### config.mk
export PLATFORM = sky130hd
export DESIGN_NAME = pipe_stage_reg
export DESIGN_NICKNAME = d
export VERILOG_FILES = /design/src/rtl/pipe_stage_reg.sv
export SDC_FILE = /design/constraint.sdc
export NUM_CORES = 1
export LEC_CHECK = 0
export BUFFER_PORTS_ARGS = -buffer_cell sky130_fd_sc_hd__buf_2
export CORE_ASPECT_RATIO = 1.25
export CORE_MARGIN = 5
export CORE_UTILIZATION = 53
export CTS_CLUSTER_SIZE = 25
export DETAILED_ROUTE_END_ITERATION = 10
export HOLD_SLACK_MARGIN = 0.12
export PLACE_DENSITY = 0.8
export SLEW_MARGIN = 20
export SYNTH_ARGS = -nofsm -noshare
export SYNTH_HDL_FRONTEND = slang
export SYNTH_SLANG_ARGS = --single-unit
### constraint.sdc
create_clock -name clk -period 2.1 [get_ports clk]
set_input_delay 0.315 -clock clk [delete_from_list [all_inputs] [get_ports clk]]
set_output_delay 0.315 -clock clk [all_outputs]
set_load 0.05 [all_outputs]
### src/rtl/pipe_stage_reg.sv
// Elastic pipeline stage register with optional 2-entry skid buffer,
// bubble-inserting flush and a saturating starvation counter.
module pipe_stage_reg #(
  parameter int DATA_W     = 128,
  parameter int CTRL_W     = 16,
  parameter int SKID       = 1,
  parameter int CLEAR_DATA = 0
) (
  input  logic              clk,
  input  logic              rst,
  input  logic              in_valid,
  output logic              in_ready,
  input  logic [DATA_W-1:0] in_data,
  input  logic [CTRL_W-1:0] in_ctrl,
  input  logic              flush,
  output logic              out_valid,
  input  logic              out_ready,
  output logic [DATA_W-1:0] out_data,
  output logic [CTRL_W-1:0] out_ctrl,
  output logic [1:0]        occupancy,
  output logic [15:0]       bubble_cnt
);

  logic              mainValid;
  logic [DATA_W-1:0] mainData;
  logic [CTRL_W-1:0] mainCtrl;
  logic              skidValid;
  logic [DATA_W-1:0] skidData;
  logic [CTRL_W-1:0] skidCtrl;
  logic [15:0]       bubbleCnt;
  logic              inXfer;
  logic              loadMain;

  // With a skid entry in_ready comes straight from a flop; without it,
  // the single register may be refilled in the cycle it drains.
  assign in_ready  = (SKID != 0) ? !skidValid
                                 : (!mainValid || out_ready);
  assign inXfer    = in_valid && in_ready;
  assign loadMain  = !mainValid || out_ready;

  assign out_valid  = mainValid;
  assign out_data   = mainData;
  assign out_ctrl   = mainCtrl;
  assign occupancy  = {1'b0, mainValid} + {1'b0, skidValid};
  assign bubble_cnt = bubbleCnt;

  // Beat storage: main drives the outputs, skid absorbs one stalled beat.
  // Control is stored as zero whenever main becomes a bubble.
  always_ff @(posedge clk) begin
    if (rst) begin
      mainValid <= 1'b0;
      mainData  <= '0;
      mainCtrl  <= '0;
      skidValid <= 1'b0;
      skidData  <= '0;
      skidCtrl  <= '0;
    end else if (flush) begin
      mainValid <= 1'b0;
      mainCtrl  <= '0;
      skidValid <= 1'b0;
      skidCtrl  <= '0;
      if (CLEAR_DATA != 0) begin
        mainData <= '0;
        skidData <= '0;
      end
    end else if (skidValid) begin
      if (out_ready) begin
        mainValid <= 1'b1;
        mainData  <= skidData;
        mainCtrl  <= skidCtrl;
        skidValid <= 1'b0;
        skidCtrl  <= '0;
      end
    end else if (loadMain) begin
      mainValid <= inXfer;
      mainCtrl  <= inXfer ? in_ctrl : '0;
      if (inXfer) begin
        mainData <= in_data;
      end
    end else if (inXfer && (SKID != 0)) begin
      skidValid <= 1'b1;
      skidData  <= in_data;
      skidCtrl  <= in_ctrl;
    end
  end

  // Starvation counter: downstream ready but nothing to give it.
  always_ff @(posedge clk) begin
    if (rst) begin
      bubbleCnt <= '0;
    end else if (!mainValid && out_ready && (bubbleCnt != 16'hFFFF)) begin
      bubbleCnt <= bubbleCnt + 16'd1;
    end
  end

endmodule

==> results of run 1 <==
[kinds of logic after synthesis]
kind of cell,after synthesis,synth area share (%)
buffers and inverters,123,5.11
flip-flops,306,50.4
XOR/XNOR,1,0.0720
AND/OR/NAND/NOR,471,15.7
multiplexers,130,10.8
adder cells (fa/ha/maj),2,0.206
AO/OA/AOI/OAI,333,17.7
[worst max-delay path, delay by kind of cell, from the launching register on]
kind                       cells  cell delay [ns]
adders and majority gates      1             0.25
buffers and inverters          2             0.43
DFF                            1             0.42
[worst paths after layout]
check / from / to / slack, ns
max: skidValid / occupancy[0] / 0.13
min reg2reg: skidData[56] / skidData[56] / 0.45
min: out_ready / skidValid / 0.17
max reg2reg: out_valid / skidData[117] / 0.15
[cell type report]
type / count / area share, %
Sequential cell: 306 / 37.6
Multi-Input combinational cell: 938 / 33.3
Timing Repair Buffer: 483 / 20.7
Clock buffer: 42 / 5.37
Tap cell: 288 / 2.21
Clock inverter: 13 / 0.797
Inverter: 5 / 0.115
[through the flow]
stage	total power [mW]	util [%]	hold slack (ns)
after floorplan	7.43	-	0.436
after detailed placement	7.93	60.5	0.447
after global placement	7.90	60.4	0.440
final	13.5	71.6	0.165
after CTS	13.5	71.3	0.131
after global routing	14.0	71.6	0.164
[registers in the layout (all words and copies together), names as in the netlist]
register	cells
out_ctrl	16
skidValid	1
bubble_cnt	16
out_valid	1
skidData	128
skidCtrl	16
out_data	128
[Yosys cell counts, types with 2 or more instances]
master	count
and2_1	2
nor2b_1	2
nand2_1	257
nor2_1	167
buf_6	2
o21ai_1	3
inv_1	5
and4_1	2
and3_1	3
dfxtp_1	306
or4_1	6
a211oi_1	145
o31ai_1	7
nor3_1	2
clkbuf_1	36
buf_2	59
or3_1	5
nand4_1	6
ha_1	2
nand3_1	7
o21ai_0	2
nor4_1	2
buf_4	19
a21oi_1	141
mux2i_1	128
buf_1	2
a22oi_1	32
[where the power goes]
group	internal (mW)	total [mW]	switching (mW)	leakage, nW
Sequential	6.01	6.13	0.121	2.49
Clock	3.16	5.41	2.25	0.492
Combinational	0.639	1.93	1.29	3.33
[per-layer routing]
| metal | global-route usage (%) | routed length [µm] | up-vias |
|---|---|---|---|
| met4 | 12.2 | 1780 | 0 |
| met1 | 29.3 | 13500 | 5394 |
| met3 | 5.31 | 2240 | 139 |
| li1 | - | - | 5576 |
| met5 | 0 | 0 | - |
| met2 | 45.4 | 17900 | 489 |
[timing repair]
item	in CTS	in global routing
endpoints found under the setup margin	0	3
setup buffers	0	4
gates resized for setup	0	1
endpoints found under the hold margin	233	0
hold buffers	147	0
[cell usage in the layout (no fill, tap or decap), drive strengths merged, types with 5 or more instances in the layout]
cell / instances
a211oi: 145
a21oi: 141
a22oi: 32
buf: 335
clkbuf: 43
clkinv: 6
dfxtp: 306
dlygate4sd3: 147
inv: 7
mux2i: 128
nand2: 258
nand3: 7
nand4: 6
nor2: 168
o21ai: 5
o31ai: 7
or3: 5
or4: 6
==> impl_metrics.env, run 1 <==
export IMPL_hold_viol_final=0
export IMPL_die_area_mm2=0.0261
export IMPL_firstDrtPassIters=6
export IMPL_r2r_cells=5
export IMPL_period_share_pct=93.7
export IMPL_start_kind="flop"
export IMPL_crit_path_top_delay_cell="dfxtp_4"
export IMPL_overflow=0
export IMPL_grt_pass1_wl_um=56400
export IMPL_worstHoldPathCells=4
export IMPL_ys_ff_latch=306
export IMPL_netlist_instances=1366
export IMPL_dpl_cell_count=1868
export IMPL_vias=11600
export IMPL_synth_edff_count=0
export IMPL_cts_buffers=30
export IMPL_routabilityCongestion=0.835
export IMPL_via_per_inst=5.59
export IMPL_skew_ns=0.0156
export IMPL_power_leakage_nw=6.31
export IMPL_finalNonFillerCells=2075
export IMPL_timing_slew_headroom_pct=49.6
export IMPL_core_region_area_mm2=0.0228
export IMPL_numClockSinks=306
export IMPL_worst_slew_pin_slew_ns=0.753
export IMPL_antenna_found_initial=0
export IMPL_ys_seq_area_share_pct=50.4
export IMPL_clockRootBuffer="clkbuf_16"
export IMPL_critical_path_max_stage_delay_ns=0.42
export IMPL_dieWidth_um=145
export IMPL_drv_cap=0
export IMPL_cp_required_ns=1.78
export IMPL_seq_area_mm2=0.00613
export IMPL_syn2layout_area_growth_pct=34.2
export IMPL_peakVddDrop_mv=0.850
export IMPL_async_flop_share_pct=0
export IMPL_dpl_hpwl_um=20000
export IMPL_fill_cells=1570
export IMPL_insertion_delay_ns=0.54
export IMPL_path_class="reg -> out"
export IMPL_drive_above_1_share_pct=22.2
export IMPL_synth_area_top_cells="dfxtp_1 50%, mux2i_1 11%, a211oi_1 9.0%"
export IMPL_setup_slack_ns=0.131
export IMPL_path_max_fanout=20
export IMPL_clk_pin_slew_worst_paths_ns=0.06
export IMPL_fin_tns_setup_ns=0
export IMPL_clockBufferDepth=3
export IMPL_end_kind="primary output"
export IMPL_grt_pass1_vias=11300
export IMPL_htree_levels=1
export IMPL_initial_utilization_pct=53.3
export IMPL_final_area_mm2=0.0163
export IMPL_synth_top_flop_cell="dfxtp_1"
export IMPL_p_per_area_mw_per_mm2=826
export IMPL_multi_input_area_mm2=0.00543
export IMPL_status="finished clean"
export IMPL_syn_num_nets=1517
export IMPL_grt_usage_pct=25.4
export IMPL_yosysWarnings=0
export IMPL_yosysTopAreaCellShare_pct=50.4
export IMPL_die_h_um=179
export IMPL_cts_tree="yes"
export IMPL_ys_types=43
export IMPL_fmax_ghz=0.508
export IMPL_dp_slack_ns=0.244
export IMPL_ant_nets=0
export IMPL_post_synth_cell_area_avg_um2=8.90
export IMPL_hold_class="in -> reg"
export IMPL_timing_final_max_slew_violations=0
export IMPL_first_iter_violations=702
export IMPL_netlist_top_cell_by_area="dfxtp_1"
export IMPL_drcViolationCount=0
export IMPL_setup_viol_count_final=0
export IMPL_fin_nets=1915
export IMPL_portBuffers=312
export IMPL_netlist_area_mm2=0.0122
export IMPL_wl_per_cell_um=17.1
export IMPL_fin_crit_ns=1.97
export IMPL_rows=62
export IMPL_placed_area_mm2=0.0138
export IMPL_wl_um=35400
export IMPL_rsz0062_at_grt="no"
export IMPL_worstPathCellList="buf_6 > ha_1 > buf_2"
export IMPL_pin_count=313
export IMPL_grt_max_degree=135
export IMPL_arrival_ns=1.65
export IMPL_antenna_cells=0
Power figures use the tool's default switching activity.
==> inputs of run 2 (changes only) <==
--- a/config.mk
+++ b/config.mk
@@ -13,6 +13,8 @@
 export DETAILED_ROUTE_END_ITERATION = 10
 export HOLD_SLACK_MARGIN = 0.12
 export PLACE_DENSITY = 0.8
+export SETUP_SLACK_MARGIN = 0.3
+export SKIP_CTS_REPAIR_TIMING = 1
 export SLEW_MARGIN = 20
 export SYNTH_ARGS = -nofsm -noshare
 export SYNTH_HDL_FRONTEND = slang
==> impl_metrics.env, run 2 (synthesized netlist as in run 1, its figures left out) <==
export IMPL_final_area_mm2=0.0164
export IMPL_clockRootBuffer="clkbuf_16"
export IMPL_first_iter_violations=687
export IMPL_fin_crit_ns=1.80
export IMPL_skew_ns=0.0176
export IMPL_hold_viol_final=0
export IMPL_cts_buffers=29
export IMPL_numClockSinks=306
export IMPL_period_share_pct=85.6
export IMPL_path_max_fanout=14
export IMPL_overflow=0
export IMPL_antenna_cells=0
export IMPL_end_kind="primary output"
export IMPL_insertion_delay_ns=0.55
export IMPL_start_kind="flop"
export IMPL_rows=62
export IMPL_path_class="reg -> out"
export IMPL_antenna_found_initial=0
export IMPL_die_area_mm2=0.0261
export IMPL_fmax_ghz=0.556
export IMPL_setup_slack_ns=0.302
export IMPL_drv_cap=0
export IMPL_fin_worst_hold_slack_ns=0.191
export IMPL_clk_pin_slew_worst_paths_ns=0.06
export IMPL_arrival_ns=1.48
export IMPL_grt_max_degree=140
export IMPL_die_h_um=179
export IMPL_grt_usage_pct=22.2
export IMPL_syn2layout_area_growth_pct=34.8
export IMPL_firstDrtPassIters=5
export IMPL_core_region_area_mm2=0.0228
export IMPL_final_common_cell="buf_2"
export IMPL_wl_per_cell_um=17.6
export IMPL_timing_slew_headroom_pct=56.2
export IMPL_grt_pass1_wl_um=49400
export IMPL_fin_nets=1916
export IMPL_htree_levels=1
export IMPL_rsz0062_at_grt="yes"
export IMPL_pin_count=313
export IMPL_status="finished clean"
export IMPL_placed_area_mm2=0.0138
export IMPL_dieWidth_um=145
export IMPL_grt_pass1_vias=10100
export IMPL_via_per_inst=5.66
export IMPL_p_per_area_mw_per_mm2=814
export IMPL_clockBufferDepth=3
export IMPL_initial_utilization_pct=53.3
export IMPL_ant_nets=0
export IMPL_peakVddDrop_mv=0.799
export IMPL_power_leakage_nw=6.31
export IMPL_timing_final_max_slew_violations=0
export IMPL_wl_um=36500
export IMPL_worst_slew_pin_slew_ns=0.657
export IMPL_cts_tree="yes"
export IMPL_final_cell_mix="309 x buf_2, 288 x dfxtp_1, 257 x nand2_1, 167 x nor2_1, 145 x a211oi_1"
export IMPL_drive_above_1_share_pct=23.1
export IMPL_hold_class="in -> reg"
export IMPL_dp_slack_ns=0.307
export IMPL_cp_required_ns=1.78
export IMPL_routabilityCongestion=0.833
export IMPL_vias=11700
export IMPL_fin_tns_setup_ns=0
export IMPL_drcViolationCount=0
export IMPL_dpl_hpwl_um=20300
export IMPL_portBuffers=312
export IMPL_setup_viol_count_final=0
[run 2: cell types whose count changed in the layout (fill, tap and decap cells not counted), sizes merged]
cell / previous run / this run
clkbuf: 43 / 49
clkinv: 6 / 1
clkinvlp: 3 / 0
buf: 335 / 339
dlygate4sd3: 147 / 144
[run 2: cell type report]
type,count,area [µm²]
clock buffers,47,863
clock inverters,5,86.3
fillers,1574,6420
inverters,5,18.8
multi-input cells,938,5450
flip-flops and latches,306,6160
well taps,288,360
repair buffers,485,3450
[run 2: worst paths after layout]
| path | from | to | slack (ns) | cells after the start |
|---|---|---|---|---|
| worst max-delay path | skidValid | occupancy[0] | 0.30 | 3 |
| worst min-delay path | out_ready | out_valid | 0.19 | 4 |
| worst max register to register | out_valid | skidData[76] | 0.38 | 5 |
| worst min register to register | skidData[114] | skidData[114] | 0.45 | 2 |
[run 2: routing by layer]
layer / vias up / part of all wire [%] / routed length [µm] / GRT usage [%]
met2: 503 / 51 / 18700 / 38.8
met1: 5544 / 38 / 13900 / 26.5
met3: 125 / 6.4 / 2340 / 4.58
met4: 0 / 4.4 / 1600 / 10.1
li1: 5567 / - / - / -
met5: - / 0 / 0 / 0
[run 2: critical path, stage by stage, from the launching register on]
cell and delay, ns:
dfxtp_4 0.38, buf_16 0.16, ha_4 0.27, buf_8 0.13
[run 2: stage by stage]
| stage | instances | total power [mW] | util (%) |
|---|---|---|---|
| after floorplan | 1366 | 7.43 | - |
| after global placement | 1868 | 7.91 | 60.7 |
| after detailed placement | 1868 | 7.94 | 60.7 |
| after CTS | 1920 | 13.1 | 64.9 |
| after global routing | 2074 | 13.8 | 71.9 |
| final | 2074 | 13.3 | 71.9 |
[run 2: power breakdown]
| part | internal [mW] | switching [mW] | total (mW) |
|---|---|---|---|
| combinational | 0.647 | 1.30 | 1.95 |
| clock | 3.05 | 2.20 | 5.25 |
| sequential | 6.01 | 0.121 | 6.13 |
| total | 9.71 | 3.63 | 13.3 |
